<file path="src/rtl/div_pkg.sv">
// Shared definitions for the iterative divider.
// Holds the controller state encoding and the funct3 operation codes
// (DIV, DIVU, REM, REMU) used by alu_div_unit and its testbench.
package div_pkg;

    typedef enum logic [1:0] {
        IDLE = 2'd0,
        CALC = 2'd1,
        DONE = 2'd2
    } div_state_e;

    localparam logic [2:0] FUNCT3_DIV  = 3'b100;
    localparam logic [2:0] FUNCT3_DIVU = 3'b101;
    localparam logic [2:0] FUNCT3_REM  = 3'b110;
    localparam logic [2:0] FUNCT3_REMU = 3'b111;

endpackage

</file>
<file path="src/rtl/div_step.sv">
// One restoring division iteration (purely combinational).
// Ports:
//   rem_i          partial remainder before this step
//   dividend_bit_i next dividend bit shifted into the remainder
//   divisor_i      divisor (magnitude)
//   rem_o          partial remainder after this step
//   q_bit_o        quotient bit produced by this step
module div_step #(
    parameter int XLEN = 32
) (
    input  logic [XLEN-1:0] rem_i,
    input  logic            dividend_bit_i,
    input  logic [XLEN-1:0] divisor_i,
    output logic [XLEN-1:0] rem_o,
    output logic            q_bit_o
);

    logic [XLEN:0] shifted;
    logic [XLEN:0] diff;

    // One extra bit holds the shifted remainder; the top bit of the
    // difference is the borrow, i.e. "divisor did not fit".
    assign shifted = {rem_i, dividend_bit_i};
    assign diff    = shifted - {1'b0, divisor_i};
    assign q_bit_o = ~diff[XLEN];
    // When the divisor does not fit, shifted < divisor < 2^XLEN, so the
    // low XLEN bits are the whole restored remainder.
    assign rem_o   = q_bit_o ? diff[XLEN-1:0] : shifted[XLEN-1:0];

endmodule

</file>
<file path="src/rtl/alu_div_unit.sv">
// Multi-cycle integer divider for DIV/DIVU/REM/REMU.
// Signed operations divide magnitudes and fix the signs afterwards
// (truncating division). Divide-by-zero and signed overflow skip the
// iteration and go straight to DONE.
// Ports:
//   clk, rst            clock, asynchronous active-high reset
//   start, funct3       request and operation select (funct3[2] must be 1)
//   operand_a/operand_b dividend / divisor
//   ready               idle, start will be accepted
//   done                one-cycle pulse, Result valid
//   Result              quotient or remainder, held until next accepted start
module alu_div_unit
    import div_pkg::*;
#(
    parameter int XLEN = 32
) (
    input  logic            clk,
    input  logic            rst,
    input  logic            start,
    input  logic [2:0]      funct3,
    input  logic [XLEN-1:0] operand_a,
    input  logic [XLEN-1:0] operand_b,
    output logic            ready,
    output logic            done,
    output logic [XLEN-1:0] Result
);

    localparam int CNT_W = $clog2(XLEN) + 1;
    localparam logic [XLEN-1:0] MOST_NEG = {1'b1, {(XLEN-1){1'b0}}};
    localparam logic [CNT_W-1:0] LAST_CNT = CNT_W'(XLEN);

    div_state_e       state_q, state_d;
    logic [XLEN-1:0]  quo_q, quo_d;     // dividend bits shifting out, quotient bits shifting in
    logic [XLEN-1:0]  rem_q, rem_d;
    logic [XLEN-1:0]  div_q, div_d;
    logic [CNT_W-1:0] cnt_q, cnt_d;
    logic             is_rem_q, is_rem_d;
    logic             neg_quo_q, neg_quo_d;
    logic             neg_rem_q, neg_rem_d;
    logic [XLEN-1:0]  result_q, result_d;

    logic            is_signed;
    logic [XLEN-1:0] abs_a;
    logic [XLEN-1:0] abs_b;
    logic [XLEN-1:0] step_rem;
    logic            step_q_bit;
    logic [XLEN-1:0] final_quo;
    logic [XLEN-1:0] final_rem;

    assign is_signed = (funct3 == FUNCT3_DIV) || (funct3 == FUNCT3_REM);
    // The most-negative value negates to itself, which is the correct
    // unsigned magnitude 2^(XLEN-1).
    assign abs_a = (is_signed && operand_a[XLEN-1]) ? -operand_a : operand_a;
    assign abs_b = (is_signed && operand_b[XLEN-1]) ? -operand_b : operand_b;

    div_step #(.XLEN(XLEN)) u_step (
        .rem_i          (rem_q),
        .dividend_bit_i (quo_q[XLEN-1]),
        .divisor_i      (div_q),
        .rem_o          (step_rem),
        .q_bit_o        (step_q_bit)
    );

    assign final_quo = neg_quo_q ? -quo_q : quo_q;
    assign final_rem = neg_rem_q ? -rem_q : rem_q;

    always_comb begin
        state_d   = state_q;
        quo_d     = quo_q;
        rem_d     = rem_q;
        div_d     = div_q;
        cnt_d     = cnt_q;
        is_rem_d  = is_rem_q;
        neg_quo_d = neg_quo_q;
        neg_rem_d = neg_rem_q;
        result_d  = result_q;

        unique case (state_q)
            IDLE: begin
                if (start && funct3[2]) begin
                    quo_d     = abs_a;
                    rem_d     = '0;
                    div_d     = abs_b;
                    cnt_d     = '0;
                    is_rem_d  = funct3[1];
                    neg_quo_d = is_signed && (operand_a[XLEN-1] ^ operand_b[XLEN-1]);
                    neg_rem_d = is_signed && operand_a[XLEN-1];
                    if (operand_b == '0) begin
                        result_d = funct3[1] ? operand_a : '1;
                        state_d  = DONE;
                    end else if (is_signed && operand_a == MOST_NEG && operand_b == '1) begin
                        result_d = funct3[1] ? '0 : operand_a;
                        state_d  = DONE;
                    end else begin
                        state_d  = CALC;
                    end
                end
            end
            CALC: begin
                // Counter reaching XLEN means all quotient bits are in.
                if (cnt_q == LAST_CNT) begin
                    result_d = is_rem_q ? final_rem : final_quo;
                    state_d  = DONE;
                end else begin
                    quo_d = {quo_q[XLEN-2:0], step_q_bit};
                    rem_d = step_rem;
                    cnt_d = cnt_q + 1'b1;
                end
            end
            DONE: begin
                state_d = IDLE;
            end
            default: begin
                state_d = IDLE;
            end
        endcase
    end

    always_ff @(posedge clk or posedge rst) begin
        if (rst) begin
            state_q   <= IDLE;
            quo_q     <= '0;
            rem_q     <= '0;
            div_q     <= '0;
            cnt_q     <= '0;
            is_rem_q  <= 1'b0;
            neg_quo_q <= 1'b0;
            neg_rem_q <= 1'b0;
            result_q  <= '0;
        end else begin
            state_q   <= state_d;
            quo_q     <= quo_d;
            rem_q     <= rem_d;
            div_q     <= div_d;
            cnt_q     <= cnt_d;
            is_rem_q  <= is_rem_d;
            neg_quo_q <= neg_quo_d;
            neg_rem_q <= neg_rem_d;
            result_q  <= result_d;
        end
    end

    assign ready  = (state_q == IDLE);
    assign done   = (state_q == DONE);
    assign Result = result_q;

endmodule
</file>
<file path="config.mk">
export PLATFORM = sky130hd
export DESIGN_NAME = alu_div_unit
export DESIGN_NICKNAME = d
export VERILOG_FILES = /design/src/rtl/div_pkg.sv /design/src/rtl/div_step.sv /design/src/rtl/alu_div_unit.sv
export SDC_FILE = /design/constraint.sdc
export NUM_CORES = 1
export LEC_CHECK = 0
export ABC_AREA = 0
export CORE_MARGIN = 2
export CORE_UTILIZATION = 53
export CTS_CLUSTER_SIZE = 25
export DETAILED_ROUTE_END_ITERATION = 7
export GPL_TIMING_DRIVEN = 0
export PLACE_DENSITY_LB_ADDON = 0.25
export SYNTH_ARGS = -nofsm -noshare
export SYNTH_HDL_FRONTEND = slang
export SYNTH_SLANG_ARGS = --single-unit
</file>
<file path="constraint.sdc">
create_clock -name clk -period 14.83 [get_ports clk]
set_input_delay 2.966 -clock clk [delete_from_list [all_inputs] [get_ports clk]]
set_output_delay 2.966 -clock clk [all_outputs]
set_load 0.02 [all_outputs]
</file>
==> metrics.csv, run 1 <==
stage;metric;value;unit
global_routing;largest net degree at the start of global routing;82;
timing;Hold Violations, Final;0;
synth;Synth top cells by count;190 x o21ai_0, 151 x nand2_1, 139 x dfrtp_1;
synth;Post-synth EDFFs;0;
global_routing;first-pass GRT wire length;54400;µm
clocking;Setup Fix Bufs, Post-CTS;0;
timing;final setup skew;0.00912;ns
clocking;CTS buffer count;17;
setup_path;CP required;15.17;ns
route;Detailed Route Iter0 Violations;877;
cells_and_area;Fill cells;1776;
setup_path;Crit-path slowest cell;or4_1;
hold_path;HP Class;reg -> reg;
synth;Mean Syn Cell Area;8.00;µm²
place;hpwl dp;26600;µm
power;total power;3120;µW
synth;Synth Area in XOR/XNOR;12.2;%
power;Int Power;1630;µW
timing;pins over their slew limit;0;
timing;Final min period;6.26;ns
synth;synth unique cells;62;
setup_path;FF-to-FF setup slack;10.37;ns
floorplanning;Die Wd;146;µm
synth;Synth Register Bits;139;
timing;RSZ-0062 raised after global routing;no;
setup_path;crit start category;input port;
setup_path;worst path buffer plus inverter count;3;
place;gpl congestion;0.978;
hold_path;HP Start;Result[9];
setup_path;WP data arrival;6.59;ns
timing;Max-slew headroom;40.3;%
setup_path;Crit Path Class;in -> reg;
power;switch share;47.7;%
clocking;CTS tree;built;
clocking;clk slew on worst S/H paths;0.06;ns
timing;worst-margin pin slew;0.892;ns
floorplanning;Die Area;0.0214;mm²
place;Port Buffers;103;
synth;cells taking the most area after synthesis;dfrtp_1 32%, o21ai_0 8.9%, xor2_1 6.6%;
synth;yosys warns;0;
synth;post-synthesis mux area share;2.48;%
setup_path;CP Max Fanout;10;
cells_and_area;n_diodes;0;
power;pwr dens;245;mW/mm²
global_routing;GRT Residual Overflow;0;
floorplanning;row count;51;
floorplanning;initial core utilization;54.5;%
cells_and_area;P&R area growth vs syn;19.2;%
synth;async set or reset register ratio after synthesis;100;%
cells_and_area;area of the multi-input gates;0.00672;mm²
synth;area leader, netlist;dfrtp_1;
power;clock power share;15.8;%
route;DR vias;10600;
synth;main combinational cell family by area after synthesis;compound AO/OA/AOI/OAI gates;
synth;area share of and/or/nand/nor cells after synthesis;18.1;%
hold_path;Min-Delay Path Depth;2;
route;Pre-Repair DR Iteration Count;7;
power;sw power;1490;µW
setup_path;Crit. End Element;flip-flop;
cells_and_area;share of layout cells above drive strength 1;3.73;%
route;# DRC;0;
setup_path;r2r startpoint;quo_q[31];
synth;Synth Area in Compound Gates;25.2;%
route;Post-DRT Antenna Nets;0;
setup_path;r2r endpoint;rem_q[29];
timing;TNS Setup;0;ns
synth;Yosys top cell area share;32.5;%
setup_path;R2R cell count;13;
clocking;Clock Sinks;139;
timing;Finish-stage setup viols;0;
synth;Seq/Total Area, Yosys;32.5;%
synth;most instantiated library cell after synthesis;o21ai_0;
cells_and_area;nets;1572;
cells_and_area;Core Util, Final;65.0;%
route;via/cell ratio;6.09;
synth;syn_nets;1449;
power;Pleak;0.00515;µW
job;Max Cap Viol;0;
setup_path;CP cell instances;clkdlybuf4s50_1 -> or4_1 -> nor4_1 -> nand2b_1 -> or4_1 -> clkbuf_1 -> a21oi_1 -> buf_2 -> o21ai_0 -> o221ai_1;
synth;cells after synthesis;1339;
clocking;Clock Latency Late Sink;0.43;ns
global_routing;vias in the first global route;10000;
timing;Max Freq;160;MHz
route;routed len/inst;19.7;µm
clocking;CTS-repair resized insts;0;
synth;Post-synth top flop;dfrtp_1;
clocking;Root Driver;clkbuf_16;
clocking;CTS Hold Bufs;0;
clocking;Max Root-Sink Buffers;2;
floorplanning;core area;0.0197;mm²
setup_path;most frequent CP cell;or4_1;
setup_path;CP max stage delay;0.64;ns
synth;area share of fa/ha/maj cells after synthesis;4.84;%
synth;post-synthesis instance area;0.0107;mm²
floorplanning;io pins;104;
outcome;outcome;finished, final reports clean;
global_routing;initial antenna violation count;0;
power;Combinational Power Share;60.4;%
hold_path;Hold Path Sink;Result[9];
route;Total Wirelength;34200;µm
power;sequential share of power;23.8;%
cells_and_area;storage element area;0.00348;mm²
floorplanning;Die H;146;µm
power;worst vdd ir;0.0951;mV
clocking;H-Tree Depth;4;
timing;Final period util;42.2;%
setup_path;CP delay by family, top;simple AND/OR/NAND/NOR gates;
global_routing;total track usage;32.1;%
[logic make-up after synthesis]
kind of cell / Yosys count
mux: 26
xor+xnor: 149
compound gates: 443
buf+inv: 134
flops: 139
fa+ha+maj: 41
simple gates: 407
[layout by cell type (no fill, tap or decap), types with 27 or more instances in the layout]
cell type / count
a22oi_1: 31
clkbuf_1: 68
dfrtp_1: 139
or3_1: 27
nor2_1: 80
nand3_1: 49
xor2_1: 81
clkdlybuf4s50_1: 103
inv_1: 55
a21oi_1: 87
o21ai_0: 190
nand2_1: 151
o31ai_1: 35
ha_1: 39
xnor2_1: 68
[metal layers]
metal	track usage, %	share of wire, %	vias to the layer above
met4	14.9	4.1	0
li1	-	-	5076
met5	0	0	-
met3	4.34	6.8	88
met2	53.6	47	497
met1	41.4	42	4938
[worst max path at each step]
stage                        startpoint  cells after the start          to
after floorplan                     rst                      1   Result[0]
after global placement              rst                      2   div_q[28]
after CTS                  operand_a[7]                     12  Result[25]
after detailed placement   operand_a[7]                     12  Result[25]
final                     operand_b[18]                     10  Result[23]
after global routing      operand_b[18]                     12  Result[17]
[power by group through the flow]
stage / Combinational (µW) / Sequential, µW / Clock, µW
final: 1890 / 743 / 493
after CTS: 1860 / 736 / 490
after floorplan: 1320 / 732 / 0
after global routing: 2080 / 768 / 507
after global placement: 1830 / 736 / 0
after detailed placement: 1850 / 739 / 0
[area by class of cell]
cell class / instances / area share (%)
plain buffers: 78 / 2.38
clock buffers: 19 / 3.47
clock inverters: 12 / 1.72
inverters: 56 / 1.69
multi-input cells: 1066 / 52.6
flip-flops and latches: 139 / 27.2
well taps: 265 / 2.60
repair buffers: 104 / 8.29
[worst register-to-register path, stage by stage (launching register included)]
cell and delay (ns):
dfrtp_1 0.37, inv_1 0.16, ha_1 0.25, fa_1 0.40, nor2b_1 0.17, o2111ai_1 0.20, a21oi_1 0.44, nor3_1 0.16
nor4_1 0.61, a311oi_1 0.23, xnor2_1 0.22, buf_1 0.63, nand4_1 0.27, o221ai_1 0.27
[state kept, by name, summed over array words and instances, names as in the netlist]
register,count
div_q,32
neg_quo_q,1
quo_q,32
neg_rem_q,1
is_rem_q,1
state_q,2
Result,32
rem_q,32
cnt_q,6
[metrics by stage]
| step | setup slack (ns) | std cells | area (µm²) | hold slack (ns) |
|---|---|---|---|---|
| detailed placement | 8.19 | 1708 | 12100 | 0.469 |
| global placement | 6.25 | 1707 | 12100 | 0.458 |
| global route | 8.38 | 1739 | 12800 | 0.509 |
| CTS | 8.65 | 1739 | 12800 | 0.482 |
| floorplan | 8.14 | 1339 | 10700 | 0.450 |
| finish | 8.57 | 1739 | 12800 | 0.477 |
Note: power is estimated with default switching activity, not from simulation.
==> run 2, diff against run 1 <==
- clock period: 14.83 -> 6.19 ns (I/O delays scaled with it)
==> results of run 2 <==
The final DEF is identical to that of run 1. Status: finished, final reports clean.
Among the figures that moved: setup slack after placement 8.19 ns -> 1.28 ns; setup slack after layout 8.57 ns -> 1.66 ns; register-to-register setup slack 10.37 ns -> 1.73 ns; total power 3120 µW -> 7480 µW; worst IR drop on VDD 0.0951 mV -> 0.228 mV
==> patch (flow settings as in run 2) <==
`XLEN` is set to 32 in 2 places; all go to 64.
--- a/src/rtl/div_step.sv
+++ b/src/rtl/div_step.sv
@@ -6,7 +6,7 @@
 //   rem_o          partial remainder after this step
 //   q_bit_o        quotient bit produced by this step
 module div_step #(
-    parameter int XLEN = 32
+    parameter int XLEN = 64
 ) (
     input  logic [XLEN-1:0] rem_i,
     input  logic            dividend_bit_i,
--- a/src/rtl/alu_div_unit.sv
+++ b/src/rtl/alu_div_unit.sv
@@ -12,7 +12,7 @@
 module alu_div_unit
     import div_pkg::*;
 #(
-    parameter int XLEN = 32
+    parameter int XLEN = 64
 ) (
     input  logic            clk,
     input  logic            rst,
Ports: changed (resized Result, operand_a and operand_b); port bits go from 104 to 200. No check against the original RTL was run, so the function may have changed too.
==> patch against run 2 <==
Highest routed layer is now met5. Die area increased by 100%. Setup slack worse by 1.1 ns. Critical path depth rose by 2. Non-clock buffer count grew 210. Power grew 100%. Largest cell class unchanged. Synthesized area increased by 100%. Fmax fell by 19%. Wire length rose by 150%. Sequential cell count increased by 129. Design area increased by 100%. Critical endpoint is now Result[21].
==> patch: results (changes against run 2) <==
| Metric | Value |
|---|---|
| # port buffers | 198 (was 103) |
| # nets final | 3,262 (was 1,572) |
| Critical path's slowest cell | nor4_2 (was or4_1) |
| Pre-CTS WS | 0.286 ns (was 1.28 ns) |
| Ant. Diodes | 0 (unchanged) |
| Area contributors post-synth | dfrtp_1 (31%), o21ai_0 (8.2%), xnor2_1 (6.3%) (was dfrtp_1 (32%), o21ai_0 (8.9%), xor2_1 (6.6%)) |
| Detailed-placement wirelength estimate | 67,100 µm (was 26,600 µm) |
| Outcome | finished clean (unchanged) |
| LEAKAGE | 10.2 nW (was 5.15 nW) |
| Largest net degree at the start of global routing | 47 (was 82) |
| # fillers | 3,571 (was 1,776) |
| 1st-iter DRT viols | 2,715 (was 877) |
| R2R depth | 14 (was 13) |
| GPL Wtd Cong | 1.01 (was 0.978) |
| Warnings from Yosys | 0 (unchanged) |
| Post-CTS setup buffer count | 0 (unchanged) |
| Worst path max stage delay | 0.88 ns (was 0.64 ns) |
| Placed insts | 3,555 (was 1,708) |
| Crit path to | Result[21] (was Result[23]) |
| Clk buf depth | 3 (was 2) |
| CTS buffer count | 31 (was 17) |
| Vias in the first global route | 21,800 (was 10,000) |
| Async SR Flop Fraction | 100% (unchanged) |
| Syn Nets | 3,025 (was 1,449) |
| Clock-pin transition on the worst setup and hold timing paths | 0.06 ns (about the same) |
| DR WL/cell | 23.3 µm (was 19.7 µm) |
| Worst Hold Class | flop to flop (unchanged) |
| Vias | 23,000 (was 10,600) |
| Max Clock Skew | 0.0247 ns (was 0.00912 ns) |
| Layout Cells excl Fill | 3,611 (was 1,739) |
| Reg-to-Reg End | quo_q[0] (was rem_q[29]) |
| Initial antenna violation count | 1 (was 0) |
| Clk root buf | clkbuf_16 (unchanged) |
| Final min period | 5.59 ns (was 4.53 ns) |
| Post-CTS Resized | 0 (unchanged) |
| Clk Latency, worst-skew pair | 0.60 ns (was 0.43 ns) |
| Worst-Margin Slew | 1.37 ns (was 0.892 ns) |
| VDD IR max | 0.264 mV (was 0.228 mV) |
| Worst Setup SP | operand_a[4] (was operand_b[18]) |
| WP data arrival | 6.01 ns (was 4.87 ns) |
| Switching part of the total | 52.2% (was 47.7%) |
| Gate Count Post-Synth | 2,819 (was 1,339) |
| Crit path max fanout | 10 (unchanged) |
| Post-synthesis sequential area ratio | 30.8% (was 32.5%) |
| Synth cell count leaders | o21ai_0 (357), nand2_1 (351), dfrtp_1 (268), a21oi_1 (243), nor2_1 (209) (was o21ai_0 (190), nand2_1 (151), dfrtp_1 (139), a21oi_1 (87), xor2_1 (81)) |
| GRT Resource Usage Total | 38.9% (was 32.1%) |
| R2r startpoint | rem_q[19] (was quo_q[31]) |
| R2R Setup Slk | 0.77 ns (was 1.73 ns) |
| Share of cells above drive strength 1 | 3.54% (was 3.73%) |
| First-pass GRT wire length | 127,000 µm (was 54,400 µm) |
| Max cap viols | 0 (unchanged) |
| CTS H-Tree Depth | 1 (was 4) |
| Yosys cell types | 80 (was 62) |
| Drt pass-1 iters | 6 (was 7) |
-- patch: per-layer routing --
metal | part of all wire, % | GRT usage [%] | up-vias | wire [µm]
met2 | 45 | 62.2 | 1344 | 37800
li1 | - | - | 10600 | -
met4 | 5.2 | 19.9 | 2 | 4420
met3 | 9.5 | 6.37 | 229 | 8030
met1 | 40 | 50.9 | 10900 | 34000
met5 | 0.013 | 0 | - | 11
-- patch: cell families after synthesis --
group / Yosys count / synth area share, %
multiplexers: 54 / 2.50
buffers and inverters: 293 / 5.18
flip-flops: 268 / 30.8
AND/OR/NAND/NOR: 901 / 19.5
AO/OA/AOI/OAI: 926 / 25.5
XOR/XNOR: 305 / 12.3
adder cells (fa/ha/maj): 72 / 4.18
-- patch: area by class of cell --
type	count	area share [%]
Buffer	188	2.87
Clock buffer	44	3.47
Clock inverter	12	0.485
Inverter	105	1.56
Multi-Input combinational cell	2258	54.5
Sequential cell	268	26.3
Tap cell	532	2.61
Timing Repair Buffer	204	8.23
-- patch: how the worst min path moves through the flow --
stage	depth (start not counted)	start	slack, ns	end
after global placement	2	Result[31]	0.46	Result[31]
final	1	Result[45]	0.47	Result[45]
after floorplan	2	div_q[10]	0.45	div_q[10]
after CTS	1	Result[45]	0.48	Result[45]
after global routing	1	Result[38]	0.49	Result[38]
after detailed placement	1	Result[45]	0.47	Result[45]
-- patch: power groups by stage --
| stage | combinational [W] | clock [W] | sequential (W) |
|---|---|---|---|
| after floorplan | 0.00631 | 0 | 0.00338 |
| after global routing | 0.0104 | 0.00192 | 0.00358 |
| after CTS | 0.00938 | 0.00185 | 0.00344 |
| after detailed placement | 0.00933 | 0 | 0.00347 |
| final | 0.00961 | 0.00185 | 0.00349 |
| after global placement | 0.00914 | 0 | 0.00343 |
-- patch: critical path: cells and delay by family --
family	cells	cell delay, ns
buffers and inverters	3	1.27
AO/OA/AOI/OAI	3	0.59
AND/OR/NAND/NOR	6	2.89
-- patch: through the flow --
step | total power (W) | cell area (µm²)
detailed placement | 0.0128 | 24500
CTS | 0.0147 | 25500
global placement | 0.0126 | 24400
global route | 0.0159 | 25500
floorplan | 0.00969 | 21800
finish | 0.0149 | 25500
